**config.mk**
```make
export PLATFORM = sky130hd
export DESIGN_NAME = mux2_port_arbiter
export DESIGN_NICKNAME = d
export VERILOG_FILES = /design/src/rtl/mux_arb_pkg.sv /design/src/rtl/arb_hold_counter.sv /design/src/rtl/mux2.sv /design/src/rtl/mux2_port_arbiter.sv
export SDC_FILE = /design/constraint.sdc
export NUM_CORES = 1
export LEC_CHECK = 0
export ABC_AREA = 1
export CAP_MARGIN = 20
export CORE_ASPECT_RATIO = 0.6
export CORE_MARGIN = 3
export CORE_UTILIZATION = 33
export CTS_CLUSTER_DIAMETER = 60
export CTS_CLUSTER_SIZE = 8
export DETAILED_ROUTE_END_ITERATION = 7
export PLACE_DENSITY = 0.68
export SETUP_SLACK_MARGIN = 0.4
export SYNTH_ARGS = -nofsm -noshare
export SYNTH_HDL_FRONTEND = slang
export SYNTH_SLANG_ARGS = --single-unit
```
**constraint.sdc**
```tcl
create_clock -name clk -period 1.8 [get_ports clk]
set_input_delay 0.36 -clock clk [delete_from_list [all_inputs] [get_ports clk]]
set_output_delay 0.36 -clock clk [all_outputs]
set_load 0.05 [all_outputs]
```
**src/rtl/mux_arb_pkg.sv**
```systemverilog
`default_nettype none
// ============================================================================
// Module   : mux_arb_pkg
// Brief    : Shared types and constants for the two-port mux arbiter.
// Revision : 1.0 - initial release
// ============================================================================
package mux_arb_pkg;

    typedef enum logic [1:0] {
        IDLE = 2'd0,
        OWN0 = 2'd1,
        OWN1 = 2'd2
    } arb_state_t;

    localparam logic PORT0     = 1'b0;
    localparam logic PORT1     = 1'b1;
    localparam int   WIDTH_DEF = 5;
    localparam int   HOLD_W    = 4;

    function automatic arb_state_t own_state(input logic port);
        return port ? OWN1 : OWN0;
    endfunction

endpackage
`default_nettype wire

```
**src/rtl/arb_hold_counter.sv**
```systemverilog
`default_nettype none
// ============================================================================
// Module   : arb_hold_counter
// Brief    : Burst-length counter for the current mux owner, saturating at
//            MAX_HOLD; at_limit flags an exhausted hold window.
// Revision : 1.0 - initial release
// ============================================================================
module arb_hold_counter
    import mux_arb_pkg::*;
#(
    parameter int MAX_HOLD = 4
) (
    input  logic              clk,
    input  logic              rst_n,
    input  logic              transfer,
    input  logic              same_owner,
    input  logic              clear,
    output logic [HOLD_W-1:0] hold_cnt,
    output logic              at_limit
);

    localparam logic [HOLD_W-1:0] C_MAX_HOLD = HOLD_W'(MAX_HOLD);

    logic [HOLD_W-1:0] hold_cnt_q;
    logic [HOLD_W-1:0] hold_cnt_d;

    assign at_limit = (hold_cnt_q == C_MAX_HOLD);
    assign hold_cnt = hold_cnt_q;

    always_comb begin
        hold_cnt_d = hold_cnt_q;
        if (transfer) begin
            // A new owner always starts its burst at one beat.
            if (!same_owner) begin
                hold_cnt_d = HOLD_W'(1);
            end else if (!at_limit) begin
                hold_cnt_d = hold_cnt_q + HOLD_W'(1);
            end
        end else if (clear) begin
            hold_cnt_d = '0;
        end
    end

    always_ff @(posedge clk or negedge rst_n) begin
        if (!rst_n) begin
            hold_cnt_q <= '0;
        end else begin
            hold_cnt_q <= hold_cnt_d;
        end
    end

endmodule
`default_nettype wire

```
**src/rtl/mux2.sv**
```systemverilog
`default_nettype none
// ============================================================================
// Module   : mux2
// Brief    : Generic 2-way data multiplexer.
// Revision : 1.0 - initial release
// ============================================================================
module mux2 #(
    parameter int WIDTH = 5
) (
    input  logic             i_sel,
    input  logic [WIDTH-1:0] i_d0,
    input  logic [WIDTH-1:0] i_d1,
    output logic [WIDTH-1:0] o_y
);

    assign o_y = i_sel ? i_d1 : i_d0;

endmodule
`default_nettype wire

```
**src/rtl/mux2_port_arbiter.sv**
```systemverilog
`default_nettype none
// ============================================================================
// Module   : mux2_port_arbiter
// Brief    : Round-robin arbiter with bounded burst hold for a shared 2-way
//            mux; registered output stage with valid/ready handshakes.
//            Optional grant statistics when ARB_STATS_EN is defined.
// Revision : 1.0 - initial release
// ============================================================================
module mux2_port_arbiter
    import mux_arb_pkg::*;
#(
    parameter int WIDTH    = WIDTH_DEF,
    parameter int MAX_HOLD = 4
) (
    input  logic             clk,
    input  logic             rst_n,
    input  logic             req0_valid,
    input  logic [WIDTH-1:0] req0_data,
    output logic             req0_ready,
    input  logic             req1_valid,
    input  logic [WIDTH-1:0] req1_data,
    output logic             req1_ready,
    output logic             out_valid,
    output logic [WIDTH-1:0] out_data,
    input  logic             out_ready,
    output logic             sel,
`ifdef ARB_STATS_EN
    input  logic             clr_stats,
    output logic [15:0]      gnt_cnt0,
    output logic [15:0]      gnt_cnt1,
`endif
    output logic             busy
);

    arb_state_t        state_q, state_d;
    logic              out_valid_q, out_valid_d;
    logic [WIDTH-1:0]  out_data_q, out_data_d;
    logic              sel_q, sel_d;
    logic              last_q, last_d;

    logic              gnt;
    logic              any_valid;
    logic              load;
    logic              transfer;
    logic              same_owner;
    logic              at_limit;
    logic [HOLD_W-1:0] hold_cnt;
    logic [WIDTH-1:0]  mux_data;

    assign any_valid  = req0_valid | req1_valid;
    assign load       = !out_valid_q | out_ready;
    assign transfer   = load & any_valid;
    assign req0_ready = transfer & (gnt == PORT0);
    assign req1_ready = transfer & (gnt == PORT1);
    assign same_owner = ((state_q == OWN0) && (gnt == PORT0)) ||
                        ((state_q == OWN1) && (gnt == PORT1));

    // The owner keeps the mux unless its hold window is spent and the other side waits.
    always_comb begin
        gnt = PORT0;
        case (state_q)
            OWN0: begin
                if (req0_valid && !(at_limit && req1_valid)) begin
                    gnt = PORT0;
                end else if (req1_valid) begin
                    gnt = PORT1;
                end
            end
            OWN1: begin
                if (req1_valid && !(at_limit && req0_valid)) begin
                    gnt = PORT1;
                end else if (req0_valid) begin
                    gnt = PORT0;
                end else begin
                    gnt = PORT1;
                end
            end
            default: begin
                if (req0_valid && req1_valid) begin
                    gnt = ~last_q;
                end else begin
                    gnt = req1_valid ? PORT1 : PORT0;
                end
            end
        endcase
    end

    mux2 #(
        .WIDTH (WIDTH)
    ) u_payload_mux (
        .i_sel (gnt),
        .i_d0  (req0_data),
        .i_d1  (req1_data),
        .o_y   (mux_data)
    );

    arb_hold_counter #(
        .MAX_HOLD (MAX_HOLD)
    ) u_hold (
        .clk        (clk),
        .rst_n      (rst_n),
        .transfer   (transfer),
        .same_owner (same_owner),
        .clear      (load & !any_valid),
        .hold_cnt   (hold_cnt),
        .at_limit   (at_limit)
    );

    always_comb begin
        state_d     = state_q;
        out_valid_d = out_valid_q;
        out_data_d  = out_data_q;
        sel_d       = sel_q;
        last_d      = last_q;
        if (transfer) begin
            out_valid_d = 1'b1;
            out_data_d  = mux_data;
            sel_d       = gnt;
            last_d      = gnt;
            state_d     = own_state(gnt);
        end else if (load) begin
            out_valid_d = 1'b0;
            state_d     = IDLE;
        end
    end

    always_ff @(posedge clk or negedge rst_n) begin
        if (!rst_n) begin
            state_q     <= IDLE;
            out_valid_q <= 1'b0;
            out_data_q  <= '0;
            sel_q       <= 1'b0;
            last_q      <= 1'b1;
        end else begin
            state_q     <= state_d;
            out_valid_q <= out_valid_d;
            out_data_q  <= out_data_d;
            sel_q       <= sel_d;
            last_q      <= last_d;
        end
    end

    assign out_valid = out_valid_q;
    assign out_data  = out_data_q;
    assign sel       = sel_q;
    assign busy      = (state_q != IDLE);

`ifdef ARB_STATS_EN
    logic [15:0] gnt_cnt0_q, gnt_cnt0_d;
    logic [15:0] gnt_cnt1_q, gnt_cnt1_d;

    always_comb begin
        gnt_cnt0_d = gnt_cnt0_q;
        gnt_cnt1_d = gnt_cnt1_q;
        if (clr_stats) begin
            gnt_cnt0_d = '0;
            gnt_cnt1_d = '0;
        end else begin
            if (req0_ready && (gnt_cnt0_q != 16'hFFFF)) begin
                gnt_cnt0_d = gnt_cnt0_q + 16'd1;
            end
            if (req1_ready && (gnt_cnt1_q != 16'hFFFF)) begin
                gnt_cnt1_d = gnt_cnt1_q + 16'd1;
            end
        end
    end

    always_ff @(posedge clk or negedge rst_n) begin
        if (!rst_n) begin
            gnt_cnt0_q <= '0;
            gnt_cnt1_q <= '0;
        end else begin
            gnt_cnt0_q <= gnt_cnt0_d;
            gnt_cnt1_q <= gnt_cnt1_d;
        end
    end

    assign gnt_cnt0 = gnt_cnt0_q;
    assign gnt_cnt1 = gnt_cnt1_q;
`endif

endmodule
`default_nettype wire

```
==> metrics.cfg, run 1 <==
[run_status]
outcome = finished with violations
violations = negative setup slack

[worst_setup_path]
cp-start-kind = flop
r2r-start = state_q[1]
cp.depth = 10
cp.required_ns = 1.44
critical_path.startpoint = state_q[1]
cpMostUsedCell = nand2_4
crit_end = req0_ready
crit_type = reg2out
endpoint_kind = output pin
critical-path-top-delay-family = buffers and inverters
rr_endpoint = u_hold.hold_cnt[2]
critPathBufInv = 4
max_stage_delay_ns = 0.39
cp_cell_sequence = inv_2 -> ha_1 -> nand2_1 -> inv_1 -> a21oi_2 -> nand2_2 -> nand2_4 -> nand2_4 -> clkinvlp_4 -> buf_12
worstPathArrival_ns = 1.59
cp_slowest_cell = dfrtp_1
critPathMaxFanout = 3
r2r_setup_slack_ns = -0.01
reg2reg_depth = 14

[place]
portBuffers = 24
globalplace.congestion = 0.8672
dp_hpwl_um = 1704
post-place-cells = 168

[logic_synthesis]
ys_warn_count = 0
synthCells = 106
synth_top_area_share_pct = 38.52
synth_area_per_cell_um2 = 7.968
synthTopCellsByArea = dfrtp_1, nand2_1, inv_1, ha_1, nand3_1
ys_types = 17
synth_top_area_cell = dfrtp_1
syn_nets = 126
synthesis.area_um2 = 844.6
yosysSeqAreaShare_pct = 41.63
synth_seq_cells = 14

[power]
intPower_uw = 1414
swShare_pct = 47.86
ir_drop_mv = 0.6049
pwr-share-clk_pct = 11.5
power_uw = 2713
p_leak_uw = 0.0007001
power_switching_uw = 1299
pwr_density_cell_nw_per_um2 = 1917
seqPwrFrac_pct = 18.9
power_frac_comb_pct = 69.5

[clocking]
clock_latency_ns = 0.25
cts_tree = built
cts_buffer_depth = 2
clkTransAtPathRegs_ns = 0.06
clockRootBuffer = clkbuf_8
cts-buffers-inserted = 3
cts_max_level = 1
clock_sinks = 14
holdBufCountCts = 0

[sta]
finalHoldViolCount = 0
max_slew_margin_pct = 73.58
finalCritPeriodShare_pct = 108.3
fmax_mhz = 512.8
rsz0062_at_grt = true
skew_ns = 0.007171
setup_ws_ns = -0.1499
setup_viol = 11
hold_ws_ns = 0.4055
slew_violations = 0
period_needed_ns = 1.950
worstMarginPinSlew_ns = 0.3959

[routing]
dr_wl_met3_um = 82
ant_nets = 0
drc = 0
first_pass_iters = 4
viasPerCell = 4.438
wl_per_cell_um = 12.95
drt-total-wl_um = 2305
wl_met2_um = 1087
drtIter0Drc = 17
vias = 790
top_layer = met4
wl_met1_um = 1119

[global_routing]
grt_pass1_wl_um = 3470
grt_start_max_net_pins = 15
gr-total-overflow = 0
antenna_found_initial = 0
grt_pass1_vias = 736
grt_usage_pct = 14.51

[finish]
n_antenna_cell = 0
drive_above_1_share_pct = 43.24
area_delta_synth_final_pct = 67.56
nets = 169
final_cells = 178

[die]
boundaryPins = 25
die_h_um = 45.19
coreArea_um2 = 2293
die_area_um2 = 3222
start_util_pct = 36.82
die_w_um = 71.31
row_count = 13

[worst_hold_path]
holdCritPathClass = in2async

[job]
drv_cap = 0

-- through the flow --
| stage | setup TNS, ns | utilization (%) | cell area, µm² | setup slack (ns) |
|---|---|---|---|---|
| floorplan | 0 | - | 857.1 | 0.1180 |
| global placement | -1.075 | 52.65 | 1207 | -0.1855 |
| detailed placement | -1.209 | 52.65 | 1207 | -0.2065 |
| CTS | -0.2739 | 57.39 | 1316 | -0.1633 |
| global route | -1.648 | 61.70 | 1415 | -0.2664 |
| finish | -0.3250 | 61.70 | 1415 | -0.1499 |
-- registers in the layout (all words and copies together) (netlist names) --
signal,cells
out_data,5
u_hold.hold_cnt,4
state_q,2
last_q,1
out_valid,1
sel,1
-- cells by family after synthesis --
kind of cell	share of synthesized area [%]
AO/OA/AOI/OAI	5.334
XOR/XNOR	2.074
adder cells (fa/ha/maj)	7.407
buffers and inverters	9.333
flip-flops	41.63
AND/OR/NAND/NOR	34.22
-- cells in the final DEF (no fill, tap or decap) --
cell,Yosys,final
nor2_2,0,1
dfrtp_1,13,12
ha_2,0,1
dfrtp_2,0,1
inv_2,1,5
inv_4,0,1
buf_12,0,3
clkbuf_8,0,4
dlymetal6s2s_1,0,1
nand3_4,0,3
ha_1,5,3
buf_6,0,2
a21oi_2,1,1
clkinvlp_4,0,2
xor2_1,1,1
nor2_1,4,2
o21ai_0,4,4
buf_4,0,19
nand3_2,3,5
clkdlybuf4s50_1,0,12
xnor2_1,1,1
nand2_2,2,7
nor2_4,0,1
nand2_4,2,4
a21oi_4,1,1
nand2_1,34,27
nand3_1,12,7
ha_4,0,1
dfstp_2,1,1
inv_1,20,13
dlygate4sd2_1,0,1
nand4_4,1,1
-- power groups by stage --
stage	Combinational (µW)	Sequential [µW]	Clock, µW
5_1_grt	2010	527	333
3_3_place_gp	1510	511	0
2_1_floorplan	699	750	0
4_1_cts	1650	513	317
3_5_place_dp	1540	519	0
6_report	1890	513	313
-- worst reg2reg max path: cells and delay by family (launching register included) --
kind | cells | cell delay, ns
flip-flops | 1 | 0.39
buffers and inverters | 4 | 0.42
AO/OA/AOI/OAI | 1 | 0.06
AND/OR/NAND/NOR | 8 | 0.70
adder cells (fa/ha/maj) | 1 | 0.18
-- cell usage after synthesis (all sizes together) --
cell	count
xor2	1
xnor2	1
a21oi	2
nand4	1
o21ai	4
nor2	4
ha	5
inv	21
dfrtp	13
nand2	38
dfstp	1
nand3	15
-- layer usage --
| metal | vias up | GRT usage [%] |
|---|---|---|
| li1 | 410 | - |
| met1 | 367 | 19.37 |
| met2 | 10 | 22.26 |
| met3 | 3 | 5.111 |
| met4 | 0 | 4.494 |
| met5 | - | 0 |
-- what timing repair did --
action	in CTS	in global routing
endpoints found under the setup margin	15	17
pin swaps	3	5
setup buffers	3	3
gates cloned	0	0
gates resized for setup	14	17
-- worst min-delay path by stage --
stage	startpoint	endpoint	slack, ns	cells after the start
2_1_floorplan	rst_n	out_data[0]	0.06	0
3_3_place_gp	sel	sel	0.47	2
3_5_place_dp	sel	sel	0.47	2
4_1_cts	rst_n	out_data[1]	0.41	2
5_1_grt	rst_n	out_data[1]	0.43	2
6_report	rst_n	out_data[1]	0.41	2
-- layout make-up --
type	count	area (µm²)
clock buffer	4	55.05
sequential	14	352.8
fill	190	878.3
multi-input combinational	71	514.2
timing repair buffer	38	366.6
inverter	21	88.84
tap	30	37.54
Note: power is estimated with default switching activity, not from simulation.
==> run 2, diff against run 1 <==
--- a/config.mk
+++ b/config.mk
@@ -7,13 +7,12 @@
 export LEC_CHECK = 0
 export ABC_AREA = 1
 export CAP_MARGIN = 20
-export CORE_ASPECT_RATIO = 0.6
 export CORE_MARGIN = 3
-export CORE_UTILIZATION = 33
+export CORE_UTILIZATION = 45
 export CTS_CLUSTER_DIAMETER = 60
 export CTS_CLUSTER_SIZE = 8
 export DETAILED_ROUTE_END_ITERATION = 7
-export PLACE_DENSITY = 0.68
+export PLACE_DENSITY = 0.86
 export SETUP_SLACK_MARGIN = 0.4
 export SYNTH_ARGS = -nofsm -noshare
 export SYNTH_HDL_FRONTEND = slang
==> run 2 against run 1 <==
Net effect: the flow still finishes with violations (negative setup slack); wire length up 0.30%; setup slack worse by 0.057 ns; total power decreased by 3.8%; global-route usage grew 6.9 points; core utilization up 18 points; critical path depth fell by 2; clock skew decreased by 0.0058 ns; critical path type is now in2out; critical endpoint unchanged; largest cell class unchanged.
==> metrics.cfg, run 2 (synthesized netlist as in run 1, its figures left out) <==
[place]
globalplace.congestion = 0.7790  ; -10%
portBuffers = 24  ; unchanged
post-place-cells = 165  ; -1.8%
pre_cts_slack_ns = -0.2345  ; -0.02795 ns
dp_hpwl_um = 1543  ; -9.4%

[routing]
vias = 882  ; +12%
first_pass_iters = 4  ; unchanged
drt-total-wl_um = 2312  ; +0.30%
viasPerCell = 4.927  ; +11%
drc = 0  ; unchanged
drtIter0Drc = 15  ; -2
wl_per_cell_um = 12.92  ; -0.26%
ant_nets = 0  ; unchanged

[worst_setup_path]
cp_cell_sequence = clkdlybuf4s50_1 -> inv_1 -> o21ai_1 -> nand2_2 -> nand2_2 -> nand2_2 -> clkinvlp_4 -> buf_12
critPathMaxFanout = 3  ; unchanged
worstPathArrival_ns = 1.65  ; +0.06 ns
crit_type = in2out
cp.required_ns = 1.44  ; about the same
cp-start-kind = input port
r2r-start = state_q[0]
r2r_setup_slack_ns = -0.15  ; -0.14 ns
rr_endpoint = u_hold.hold_cnt[2]
max_stage_delay_ns = 0.51  ; +0.12 ns
endpoint_kind = output pin
cpMostUsedCell = nand2_2
cp_slowest_cell = clkdlybuf4s50_1
reg2reg_depth = 14  ; unchanged

[power]
pwr-share-clk_pct = 8.7  ; -2.8 points
ir_drop_mv = 1.423  ; +140%
intPower_uw = 1364  ; -3.5%
pwr_density_cell_nw_per_um2 = 1883  ; -1.8%
seqPwrFrac_pct = 19.6  ; +0.7 points
power_switching_uw = 1246  ; -4.0%
power_frac_comb_pct = 71.8  ; +2.3 points
swShare_pct = 47.73  ; -0.13 points
p_leak_uw = 0.0007003  ; about the same

[sta]
hold_ws_ns = 0.3773  ; -0.02824 ns
max_slew_margin_pct = 76.00  ; +2.4 points
setup_ws_ns = -0.2072  ; -0.05729 ns
worstMarginPinSlew_ns = 0.3596  ; -0.03630 ns
slew_violations = 0  ; unchanged
setup_viol = 6  ; -5
finalCritPeriodShare_pct = 111.5  ; +3.2 points
finalHoldViolCount = 0  ; unchanged
rsz0062_at_grt = true
skew_ns = 0.001386  ; -0.005785 ns
finalSetupTns_ns = -0.9063  ; -0.5813 ns
fmax_mhz = 498.2  ; -2.9%
period_needed_ns = 2.007  ; +0.05729 ns

[finish]
final_common_cell = nand2_1
area_delta_synth_final_pct = 64.15
final_cells = 179  ; +0.56%
largest_reg_flops = 5  ; unchanged
nets = 175  ; +3.6%
final_cell_mix = nand2_1, buf_4, inv_1, clkdlybuf4s50_1, dfrtp_1
drive_above_1_share_pct = 40.91  ; -2.3 points
seq_area_um2 = 352.8  ; unchanged
nFillCells = 114  ; -40%
multi_input_area_um2 = 474.2  ; -7.8%
n_antenna_cell = 0  ; unchanged

[run_status]
violations = negative setup slack
outcome = finished with violations

[clocking]
cts-buffers-inserted = 3  ; unchanged
holdBufCountCts = 0  ; unchanged
cts_tree = built
cts_buffer_depth = 2  ; unchanged
cts_max_level = 1  ; unchanged
clock_sinks = 14  ; unchanged
clock_latency_ns = 0.28  ; +0.03 ns
clkTransAtPathRegs_ns = 0.08  ; +0.02 ns
clockRootBuffer = clkbuf_4

[global_routing]
grt_start_max_net_pins = 15  ; unchanged
gr-total-overflow = 0  ; unchanged
grt_pass1_vias = 926  ; +26%
antenna_found_initial = 0  ; unchanged
grt_usage_pct = 21.45  ; +6.9 points
grt_pass1_wl_um = 4015  ; +16%

[die]
die_w_um = 49.32  ; -31%
start_util_pct = 48.39  ; +12 points
die_area_um2 = 2432  ; -25%
boundaryPins = 25  ; unchanged
die_h_um = 49.32  ; +9.2%
coreArea_um2 = 1745  ; -24%
row_count = 15  ; +2

[job]
drv_cap = 0  ; unchanged

[worst_hold_path]
holdCritPathClass = in2async

run 2: cell types whose count changed in the layout (fill, tap and decap cells not counted), sizes merged:
cell           change
buf                +6
clkdlybuf4s50      +2
clkinvlp           -1
dlygate4sd2        -1
dlymetal6s2s       -1
inv                +1
run 2: worst max path at each step:
stage	from	end	slack (ns)
finish	req0_valid	req0_ready	-0.21
global route	u_hold.hold_cnt[1]	req0_ready	-0.31
floorplan	u_hold.hold_cnt[0]	req0_ready	0.12
CTS	u_hold.hold_cnt[1]	req0_ready	-0.20
detailed placement	req0_valid	req0_ready	-0.23
global placement	req0_valid	req0_ready	-0.16
run 2: cell type report:
| type | instances | share of cell area [%] |
|---|---|---|
| well taps | 25 | 2.256 |
| multi-input cells | 71 | 34.21 |
| inverters | 21 | 6.137 |
| clock buffers | 4 | 2.617 |
| repair buffers | 44 | 29.33 |
| flip-flops and latches | 14 | 25.45 |
run 2: timing repair:
item | CTS | global route
pin swaps | 7 | 3
setup buffers | 9 | 1
gates resized for setup | 13 | 5
setup endpoints to repair | 15 | 16
run 2: through the flow:
stage | area, µm² | power, µW | utilization, %
after floorplan | 857.1 | 1448 | -
after global placement | 1216 | 2025 | 69.68
after detailed placement | 1216 | 2074 | 69.68
after CTS | 1359 | 2511 | 77.85
after global routing | 1386 | 2751 | 79.43
final | 1386 | 2610 | 79.43
run 2: critical path, delay by kind of cell:
| kind | cells | cell delay (ns) |
|---|---|---|
| AO/OA/AOI/OAI | 1 | 0.18 |
| buffers and inverters | 4 | 0.84 |
| AND/OR/NAND/NOR | 3 | 0.27 |
run 2: power by group through the flow:
stage | clock [µW] | combinational, µW | sequential, µW
after floorplan | 0 | 699 | 750
after global placement | 0 | 1520 | 510
after detailed placement | 0 | 1560 | 517
after CTS | 227 | 1770 | 511
after global routing | 243 | 1980 | 523
final | 226 | 1870 | 511
run 2: layer usage:
layer,part of all wire [%],track usage (%),wire (µm),vias up
met5,0,0,0,-
met4,3.9,11.37,90,0
met3,6.4,4.281,147,11
met2,50,37.05,1161,41
met1,39,24.66,913,411
li1,-,-,-,419
